### config.mk
export PLATFORM = sky130hd
export DESIGN_NAME = player_input_ctrl
export DESIGN_NICKNAME = d
export VERILOG_FILES = /design/src/rtl/player_input_ctrl.sv
export SDC_FILE = /design/constraint.sdc
export NUM_CORES = 1
export LEC_CHECK = 0
export CORE_MARGIN = 3
export CORE_UTILIZATION = 51
export CTS_CLUSTER_SIZE = 14
export DETAILED_ROUTE_END_ITERATION = 10
export PLACE_DENSITY_LB_ADDON = 0.15
export SLEW_MARGIN = 20
export SYNTH_ARGS = -nofsm -noshare
export SYNTH_HDL_FRONTEND = slang
export SYNTH_SLANG_ARGS = --single-unit
### constraint.sdc
create_clock -name clk_i -period 1.7 [get_ports clk_i]
set_input_delay 0.17 -clock clk_i [delete_from_list [all_inputs] [get_ports clk_i]]
set_output_delay 0.17 -clock clk_i [all_outputs]
set_load 0.02 [all_outputs]
### src/rtl/player_input_ctrl.sv
// Cabinet button conditioning: sync, debounce, frame-aligned moves,
// and a one-shot-per-press fire FSM with frame-counted cooldown.
module player_input_ctrl #(
  parameter int debounce_cycles_p = 16,
  parameter int cooldown_frames_p = 8
) (
  input  logic       clk_i,
  input  logic       reset_i,
  input  logic       btn_left_i,
  input  logic       btn_right_i,
  input  logic       btn_shoot_i,
  input  logic       frame_i,
  input  logic       alive_i,
  output logic       move_left_o,
  output logic       move_right_o,
  output logic       shoot_o,
  output logic       shoot_ready_o,
  output logic [3:0] shoot_state_o
);

  localparam int DW = $clog2(debounce_cycles_p + 1);
  localparam int CW = $clog2(cooldown_frames_p + 1);
  localparam logic [DW-1:0] DB_LAST = DW'(debounce_cycles_p - 1);
  localparam logic [CW-1:0] CD_LOAD = CW'(cooldown_frames_p);
  localparam logic [CW-1:0] CD_ONE  = CW'(1);

  typedef enum logic [3:0] {
    READY    = 4'b0001,
    FIRE     = 4'b0010,
    COOLDOWN = 4'b0100,
    HOLD     = 4'b1000
  } shoot_state_t;

  logic [2:0]    raw;
  logic [2:0]    sync1;
  logic [2:0]    sync2;
  logic [2:0]    stable;
  logic [DW-1:0] db_cnt [3];

  logic left_s;
  logic right_s;
  logic shoot_s;

  shoot_state_t  state;
  logic [CW-1:0] cd_cnt;

  assign raw     = {btn_shoot_i, btn_right_i, btn_left_i};
  assign left_s  = stable[0];
  assign right_s = stable[1];
  assign shoot_s = stable[2];

  always_ff @(posedge clk_i or posedge reset_i) begin
    if (reset_i) begin
      sync1 <= '0;
      sync2 <= '0;
    end else begin
      sync1 <= raw;
      sync2 <= sync1;
    end
  end

  // Stable level flips on the cycle the mismatch run would hit the limit.
  always_ff @(posedge clk_i or posedge reset_i) begin
    if (reset_i) begin
      stable <= '0;
      for (int i = 0; i < 3; i++) db_cnt[i] <= '0;
    end else begin
      for (int i = 0; i < 3; i++) begin
        if (sync2[i] == stable[i]) begin
          db_cnt[i] <= '0;
        end else if (db_cnt[i] == DB_LAST) begin
          stable[i] <= ~stable[i];
          db_cnt[i] <= '0;
        end else begin
          db_cnt[i] <= db_cnt[i] + 1'b1;
        end
      end
    end
  end

  always_ff @(posedge clk_i or posedge reset_i) begin
    if (reset_i) begin
      move_left_o  <= 1'b0;
      move_right_o <= 1'b0;
    end else begin
      move_left_o  <= frame_i & left_s & ~right_s & alive_i;
      move_right_o <= frame_i & right_s & ~left_s & alive_i;
    end
  end

  always_ff @(posedge clk_i or posedge reset_i) begin
    if (reset_i) begin
      state  <= READY;
      cd_cnt <= '0;
    end else begin
      case (state)
        READY: begin
          if (shoot_s) state <= FIRE;
        end
        FIRE: begin
          cd_cnt <= CD_LOAD;
          state  <= COOLDOWN;
        end
        COOLDOWN: begin
          if (frame_i) begin
            cd_cnt <= cd_cnt - 1'b1;
            if (cd_cnt == CD_ONE) state <= HOLD;
          end
        end
        HOLD: begin
          if (!shoot_s) state <= READY;
        end
        default: state <= READY;
      endcase
      // A dead player parks the FSM regardless of where it was heading.
      if (!alive_i) state <= HOLD;
    end
  end

  assign shoot_o       = (state == FIRE);
  assign shoot_ready_o = (state == READY);
  assign shoot_state_o = state;

endmodule

Word level (Yosys, flattened, before mapping)
Cells that the tools add are included.
{"block": "op_classes", "n_eq_ne": 16, "add_sub_neg": 4, "bitwise": 12, "muxes": 14, "n_reduce_logical": 6}
{"cell": "$mux 5", "n": 6}
{"cell": "$mux 4", "n": 6}
{"cell": "$pmux 4 s4", "n": 1}
{"cell": "$add 5x1->5 const B", "n": 3}
{"cell": "$eq 5x4->1 const B", "n": 3}
{"cell": "$ne 3x3->1 const B", "n": 3}
{"cell": "$eq 4x1->1 const B", "n": 2}
{"cell": "$pmux 4 s2", "n": 1}
{"cell": "$reduce_and 2->1", "n": 4}
{"cell": "$and 1x1->1", "n": 6}
{"cell": "$not 1->1", "n": 6}
{"cell": "$eq 4x2->1 const B", "n": 1}
{"cell": "$eq 4x3->1 const B", "n": 1}
{"cell": "$eq 4x4->1 const B", "n": 1}
{"cell": "$reduce_and 4->1", "n": 1}
{"cell": "$sub 4x1->4 const B", "n": 1}
{"cell": "$eq 1x1->1", "n": 3}
{"cell": "$ne 3x2->1 const B", "n": 1}
{"cell": "$ne 2x2->1 const B", "n": 1}
{"cell": "$reduce_bool 2->1", "n": 1}
{"block": "word_totals", "input_bits": 7, "output_inout_bits": 8, "register_bits": 34, "elab_cells": 64}

Longest topological paths before layout
{"block": "depth", "depth_word": 5, "mapped_depth": 5, "depth_no_buf": 5}

Worst setup path before layout
OpenSTA, ideal clock, no wires.
{"block": "synth_timing", "path_type": "reg2reg", "startpoint": "reg state[0] (netlist: shoot_state_o[0])", "endpoint": "reg state[1] (netlist: shoot_state_o[1])", "n_path_buf": 0, "synth_period_minus_slack_ns": 1.740, "required_time_ns": 1.630, "path_stages_with_launch": 3, "slack_ns": -0.040, "arrival_time_ns": 1.670, "setup_time_ns": 0.070, "path_cell_list": "dfstp_2 -> nor4b_1 -> and3_1"}
{"block": "synth_via", "elab_chain_cells": 3, "word_cells_on_any_way": 11, "cone_classes": "eq/ne (8); mux (2); reduce/logical (1)"}
{"element": "from (decl)", "line_no": "44", "rtl": "shoot_state_t state;"}
{"element": "from (signal assigned)", "line_no": "93", "rtl": "state <= READY;"}
{"element": "from (signal assigned)", "line_no": "98", "rtl": "if (shoot_s) state <= FIRE;"}
{"element": "from (signal assigned)", "line_no": "102", "rtl": "state <= COOLDOWN;"}
{"element": "$eq 4x1->1 (*)"}
{"element": "via shoot_ready_o", "line_no": "17", "rtl": "output logic shoot_ready_o,"}
{"element": "$ne 3x2->1 (no source line) / $pmux 4 s4 (equally long branches)"}
{"element": "$reduce_and 4->1 (no source line) / $mux 4 (equally long branches)"}
The timed path passes the listed nets; every way through them passes the cells marked *.
A chain may end at the register's enable or synchronous reset.

Worst setup path in the final report
{"block": "layout_timing", "startpoint": "reg state[3] (netlist: shoot_state_o[3])", "endpoint": "reg cd_cnt[2]"}
{"block": "layout_via", "elab_chain_cells": 3, "word_cells_on_any_way": 6, "cone_classes": "eq/ne (3); mux (1); reduce/logical (2)"}
{"element": "$eq 4x3->1 / $eq 4x2->1 (equally long branches)", "line_no": "96", "rtl": "case (state)"}
{"element": "$ne 2x2->1 (no source line) / $reduce_bool 2->1 (equally long branches)"}
{"element": "$reduce_and 2->1 (no source line)"}
{"element": "to (signal assigned)", "line_no": "106", "rtl": "cd_cnt <= cd_cnt - 1'b1;"}
{"element": "to (decl)", "line_no": "45", "rtl": "logic [CW-1:0] cd_cnt;"}
Several ways; a longest one is shown, not always the timed one.

==> impl_metrics.toml <==
[job]
cap_violations = 0

[final_layout]
diodes = 0
fin_cells = 179
nets = 160
fin_area_mm2 = 0.001710
syn2layout_area_growth_pct = 21.51
layout-drive-gt1-share_pct = 18.12

[drt]
dr.pass1.iters = 4
viasPerCell = 5.212
avgRoutedWirePerCell_um = 12.55
vias = 933
drc = 0
routed_wirelength_um = 2246
drtIter0Drc = 18
ant_nets = 0

[yosys]
ys_ff_latch = 34
synth.avg_cell_area_um2 = 11.83
yosys_warnings = 0
ys_seq_area_share_pct = 60.53
synth.cell_area_mm2 = 0.001408
netlist_instances = 119
synthesis.nets = 131
ys_types = 26

[die]
die_w_um = 58.54
num_rows = 18
die_y_um = 58.54
core_mm2 = 0.002545
design.die.area_mm2 = 0.003426
top_level_ports = 15
start_util_pct = 55.31

[power]
p_total_uw = 1409
seq_power_share_pct = 60.5
p_leak_uw = 0.0008858
p_per_area_mw_per_mm2 = 823.7
p_int_uw = 1080
swShare_pct = 23.35
p_clk_share_pct = 32.7
ir_drop_v = 0.0007038
p_sw_uw = 329.0
p_comb_share_pct = 6.8

[global_route]
grt_max_degree = 35
grt-ovfl-total = 0
grt_pass1_wl_um = 3933
grt.total_usage_pct = 15.80
grt_antenna_before_repair = 0
grt_pass1_vias = 928

[clock_network]
clock-root-buffer = "clkbuf_4"
cts.htree.levels = 2
cts_tree = "yes"
postCtsSetupBuffers = 0
clock_latency_ns = 0.33
clock-sinks = 34
clkSlewWorstSetupHoldPaths_ns = 0.10
hold_buffers = 0
clockBufferDepth = 2
numCtsBuffers = 5

[min_path]
hp-class = "in2async"

[worst_setup_path]
critical-path-top-delay-family = "simple AND/OR/NAND/NOR gates"
reg2reg_slack_ns = 0.03
cp_slowest_cell = "or4b_4"
cpPeakStageDelay_ns = 0.55
worstSetupPathType = "reg2reg"
worstRegToRegCells = 4
r2r_end = "cd_cnt[2]$_DFFE_PP0P_"
path_cells = "buf_4 -> or4b_4 -> or3_1 -> a21oi_2"
cp_max_fo = 7
start_kind = "flop"
timing.rr.start = "shoot_state_o[3]$_DFFE_PP0P_"
crit_buf_inv = 1
required_ns = 1.97
crit_path_end_kind = "flop"
critPathArrivalTime_ns = 1.93

[timing]
period_needed_ns = 1.667
worst_slack_ns = 0.03250
tightest_slew_ns = 0.4137
final_max_slew_viol_count = 0
fin_skew_ns = 0.001792
max_freq_mhz = 599.7
hold_slack_ns = 0.2139
relSlewSlack_pct = 72.42
timing.final.crit_share_pct = 98.09
setup_viol = 0
hold_viol_final = 0

[placed_design]
port_buffers = 14
place_inst = 171
gp_congestion = 0.7363
place_area_mm2 = 0.001652
place_ws_ns = -0.2147
dp.final_hpwl_um = 1607

[run_status]
outcome = "finished, final reports clean"
==> tightest hold or removal path, stage by stage <==
cell and delay, ns:
clkdlybuf4s50_1 0.39, inv_1 0.05, buf_4 0.36
==> Yosys cell counts <==
cell      number  area share [%]
or4b_2         1            0.71
or3_1          1            0.44
nor4b_1        3             1.9
nand3_1        7             2.5
xor2_1        10             6.2
o21ai_0        4             1.4
mux2_2         3             2.4
dfstp_2        1             1.9
nand4b_1       1            0.62
mux2i_1        2             1.4
ha_1           5             4.4
nand2_1        8             2.1
a21oi_1        2            0.71
nand2b_1       1            0.44
nor4bb_1       1            0.71
nor3b_1        2             1.1
nor2_1        15             4.0
dfrtp_1       33              59
a211oi_1       1            0.53
and3_1         4             1.8
and2_1         3             1.3
or4b_4         1            0.98
inv_1          7             1.9
and4_1         1            0.62
a311oi_1       1            0.62
or3b_2         1            0.62
==> flip-flops by register name, summed over array words and instances, names as in the netlist <==
name           count
move_right_o       1
cd_cnt             4
sync2              3
db_cnt            15
sync1              3
shoot_state_o      4
move_left_o        1
stable             3
==> layer usage <==
metal  part of all wire, %  track usage (%)  up-vias  wire, um
li1                      -                -      465         -
met1                    46            18.81      448      1039
met2                    48            25.36       15      1068
met3                   4.1            4.167        5        92
met4                   2.0            9.934        0        45
met5                     0                0        -         0
==> what timing repair did <==
| action | CTS | global route |
|---|---|---|
| resized for setup | 13 | 1 |
| pin swaps | 0 | 1 |
| endpoints found under the setup margin | 3 | 1 |
==> how the worst max path moves through the flow <==
stage | start | endpoint | depth (start not counted)
4_1_cts | shoot_state_o[3]$_DFFE_PP0P_ | cd_cnt[2]$_DFFE_PP0P_ | 4
6_report | shoot_state_o[3]$_DFFE_PP0P_ | cd_cnt[2]$_DFFE_PP0P_ | 4
3_5_place_dp | shoot_state_o[3]$_DFFE_PP0P_ | shoot_o | 3
3_3_place_gp | shoot_state_o[3]$_DFFE_PP0P_ | shoot_o | 3
5_1_grt | shoot_state_o[3]$_DFFE_PP0P_ | cd_cnt[2]$_DFFE_PP0P_ | 4
2_1_floorplan | shoot_state_o[3]$_DFFE_PP0P_ | cd_cnt[3]$_DFFE_PP0P_ | 4
==> cell families (layout without fill, tap and decap cells) <==
group                      count (synthesis)  in the layout  synth area share, %
buffers and inverters                      7             37                1.867
and+or+nand+nor                           50             50                19.82
muxes                                      5              5                3.822
AOI/OAI and AO/OA                          8              8                3.289
DFF                                       34             34                60.53
adders and majority gates                  5              5                4.444
xor gates and xnor gates                  10             10                6.222
==> placed cells by master (no fill, tap or decap), types with 2 or more instances in the layout <==
cell type,instances
nand2_1,8
or4b_4,2
mux2_2,3
nor3b_1,2
nor4b_1,2
and2_1,3
ha_1,5
clkbuf_4,5
clkdlybuf4s50_1,11
o21ai_0,4
xor2_1,10
and3_1,4
dfrtp_1,33
nand3_1,7
inv_1,6
buf_4,9
mux2i_1,2
nor2_1,15
==> power by group through the flow <==
stage	Sequential, uW	Combinational, uW	Clock (uW)
floorplan	872	52.4	0
global placement	868	96.4	0
detailed placement	869	100	0
CTS	853	99.0	476
global route	858	109	498
finish	853	95.9	460
==> layout make-up <==
type / instances / area, um2
clock buffers: 7 / 55.05
repair buffers: 22 / 191.4
flip-flops and latches: 34 / 852.1
fillers: 208 / 834.6
inverters: 7 / 26.28
multi-input cells: 78 / 543.0
well taps: 30 / 37.54
clock inverters: 1 / 5.005
==> metrics by stage <==
step | setup TNS [ns] | utilization [%]
5_1_grt | -0.001422 | 67.21
6_report | 0 | 67.21
2_1_floorplan | -0.003211 | -
4_1_cts | 0 | 67.06
3_3_place_gp | -0.1987 | 64.90
3_5_place_dp | -0.2147 | 64.90
No activity file was read; power rests on OpenSTA's default activity.
==> patch: new RTL, same settings <==
Set the parameter `debounce_cycles_p` to 32 (it was 16).
--- a/src/rtl/player_input_ctrl.sv
+++ b/src/rtl/player_input_ctrl.sv
@@ -1,7 +1,7 @@
 // Cabinet button conditioning: sync, debounce, frame-aligned moves,
 // and a one-shot-per-press fire FSM with frame-counted cooldown.
 module player_input_ctrl #(
-  parameter int debounce_cycles_p = 16,
+  parameter int debounce_cycles_p = 32,
   parameter int cooldown_frames_p = 8
 ) (
   input  logic       clk_i,
Behaviour: same outputs for any inputs over 10 cycles, from zero or initial values and one cycle with reset_i high; that may be too few to reach the edited logic, so the function may still have changed.
==> patch against the unedited design <==
Synthesized cell count up 19%. Setup slack better by 37 ps. Via count up 19%. Sequential cell count up 3. Area after synthesis up 15%. Total power up 5.4%. Register-to-register slack better by 230 ps. Design area up 12%. Routed wire length up 23%. Critical path type is now reg -> out.
==> patch: results (changes against the unedited design) <==
outcome=finished, final reports clean; FFs & Latches=37 (+8.8%); #MultiIn Comb=100 (+28%); Tot GR Track Use=0.163 (+0.00477); FILL cells=232 (+12%); post-CTS sizing=7 (-6); Layout Nets=180 (+13%); vias after detailed routing=1107 (+19%); Antenna diodes=0 (unchanged); peak supply drop=0.718 mV (+2.0%); Reg clk slew, reported paths=120 ps (+20 ps); Synth Instances=142 (+19%); dpl hpwl=2060 µm (+28%); non-clock buffer count=20 (-9.1%); Reg-to-Reg Start=shoot_state_o[1]; RR Endpoint=cd_cnt[0]; vias per cell=5.25 (+0.66%); pin count of the biggest net entering global routing=28 (-20%); layout cells sized above 1=0.136 (-0.0451); Crit path arrival time=1460 ps (-470 ps); first-pass GRT wire length=4970 µm (+26%); placed instance area=1870 µm² (+13%); max reg flops=18 (+3); leak pwr=0.914 nW (+3.2%); ClkCell Share=0.0286 (-0.00649); wire length per cell=13.1 µm (+4.4%); vias in the first global route=1167 (+26%); GPL Wtd Cong=0.784 (+6.5%); Worst-Margin Slew=438 ps (+24.4 ps); clk_skew=15.7 ps (+13.9 ps); dpl cells=203 (+19%); pre-CTS setup slack=-29.4 ps (+185 ps); Die W=62.3 µm (+6.4%); inverters=4 (-3); Non-clock buffers, area share=0.101 (-0.0111); Hold Slack=108 ps (-106 ps); Reg area=927 µm² (+8.8%); worst-path fanout max=2 (-5); commonest cells in the synthesized netlist=dfrtp_1, nor2_1, nand2_1, nand3_1, xor2_1; post-synthesis sequential area ratio=0.574 (-0.0318); Critical Path Max Stage Delay=540 ps; register-to-register setup slack=260 ps (+230 ps); syn_nets=154 (+18%); dominant cells by area after synthesis=dfrtp_1, xor2_1, nor2_1
[patch: cell types whose count changed in the layout (fill, tap and decap cells not counted), sizes merged, moves of 3 or more]
cell,before,now
inv,7,4
nand3,7,11
buf,10,7
dfrtp,33,36
o21ai,4,7
or4,0,3
nand2,8,11
a21oi,2,5
xnor2,0,6
[patch: routing by layer]
metal | wire (µm) | global-route usage | vias to the layer above
li1 | - | - | 536
met1 | 1170 | 0.178 | 538
met2 | 1370 | 0.274 | 24
met3 | 140 | 0.0613 | 9
met4 | 80 | 0.0854 | 0
met5 | 0 | 0 | -
[patch: through the flow]
stage | total power [mW] | utilization
after floorplan | 1.00 | -
after global placement | 1.05 | 0.649
after detailed placement | 1.06 | 0.649
after CTS | 1.50 | 0.666
after global routing | 1.57 | 0.669
final | 1.48 | 0.669
[patch: report_power, final]
part	leakage, nW	switching (mW)	internal [mW]
Clock	0.0310	0.294	0.156
Sequential	0.469	0.0237	0.908
Combinational	0.414	0.0546	0.0487
[patch: how the worst max path moves through the flow]
stage | to | slack [ps] | from | cells past startpoint
after global routing | shoot_o | -10 | shoot_state_o[2] | 3
after floorplan | shoot_o | 200 | shoot_state_o[3] | 3
final | shoot_o | 70 | shoot_state_o[2] | 3
after global placement | shoot_o | -20 | shoot_state_o[2] | 3
after detailed placement | shoot_o | -30 | shoot_state_o[2] | 3
after CTS | shoot_ready_o | 10 | shoot_state_o[2] | 3
[patch: kinds of logic (layout without fill, tap and decap cells)]
logic type	after synthesis	in the layout	synth area share
adder cells (fa/ha/maj)	5	5	0.0387
buffers and inverters	5	32	0.0124
flip-flops	37	37	0.574
AO/OA/AOI/OAI	13	13	0.0426
multiplexers	6	6	0.0395
AND/OR/NAND/NOR	60	60	0.207
XOR/XNOR	16	16	0.0867
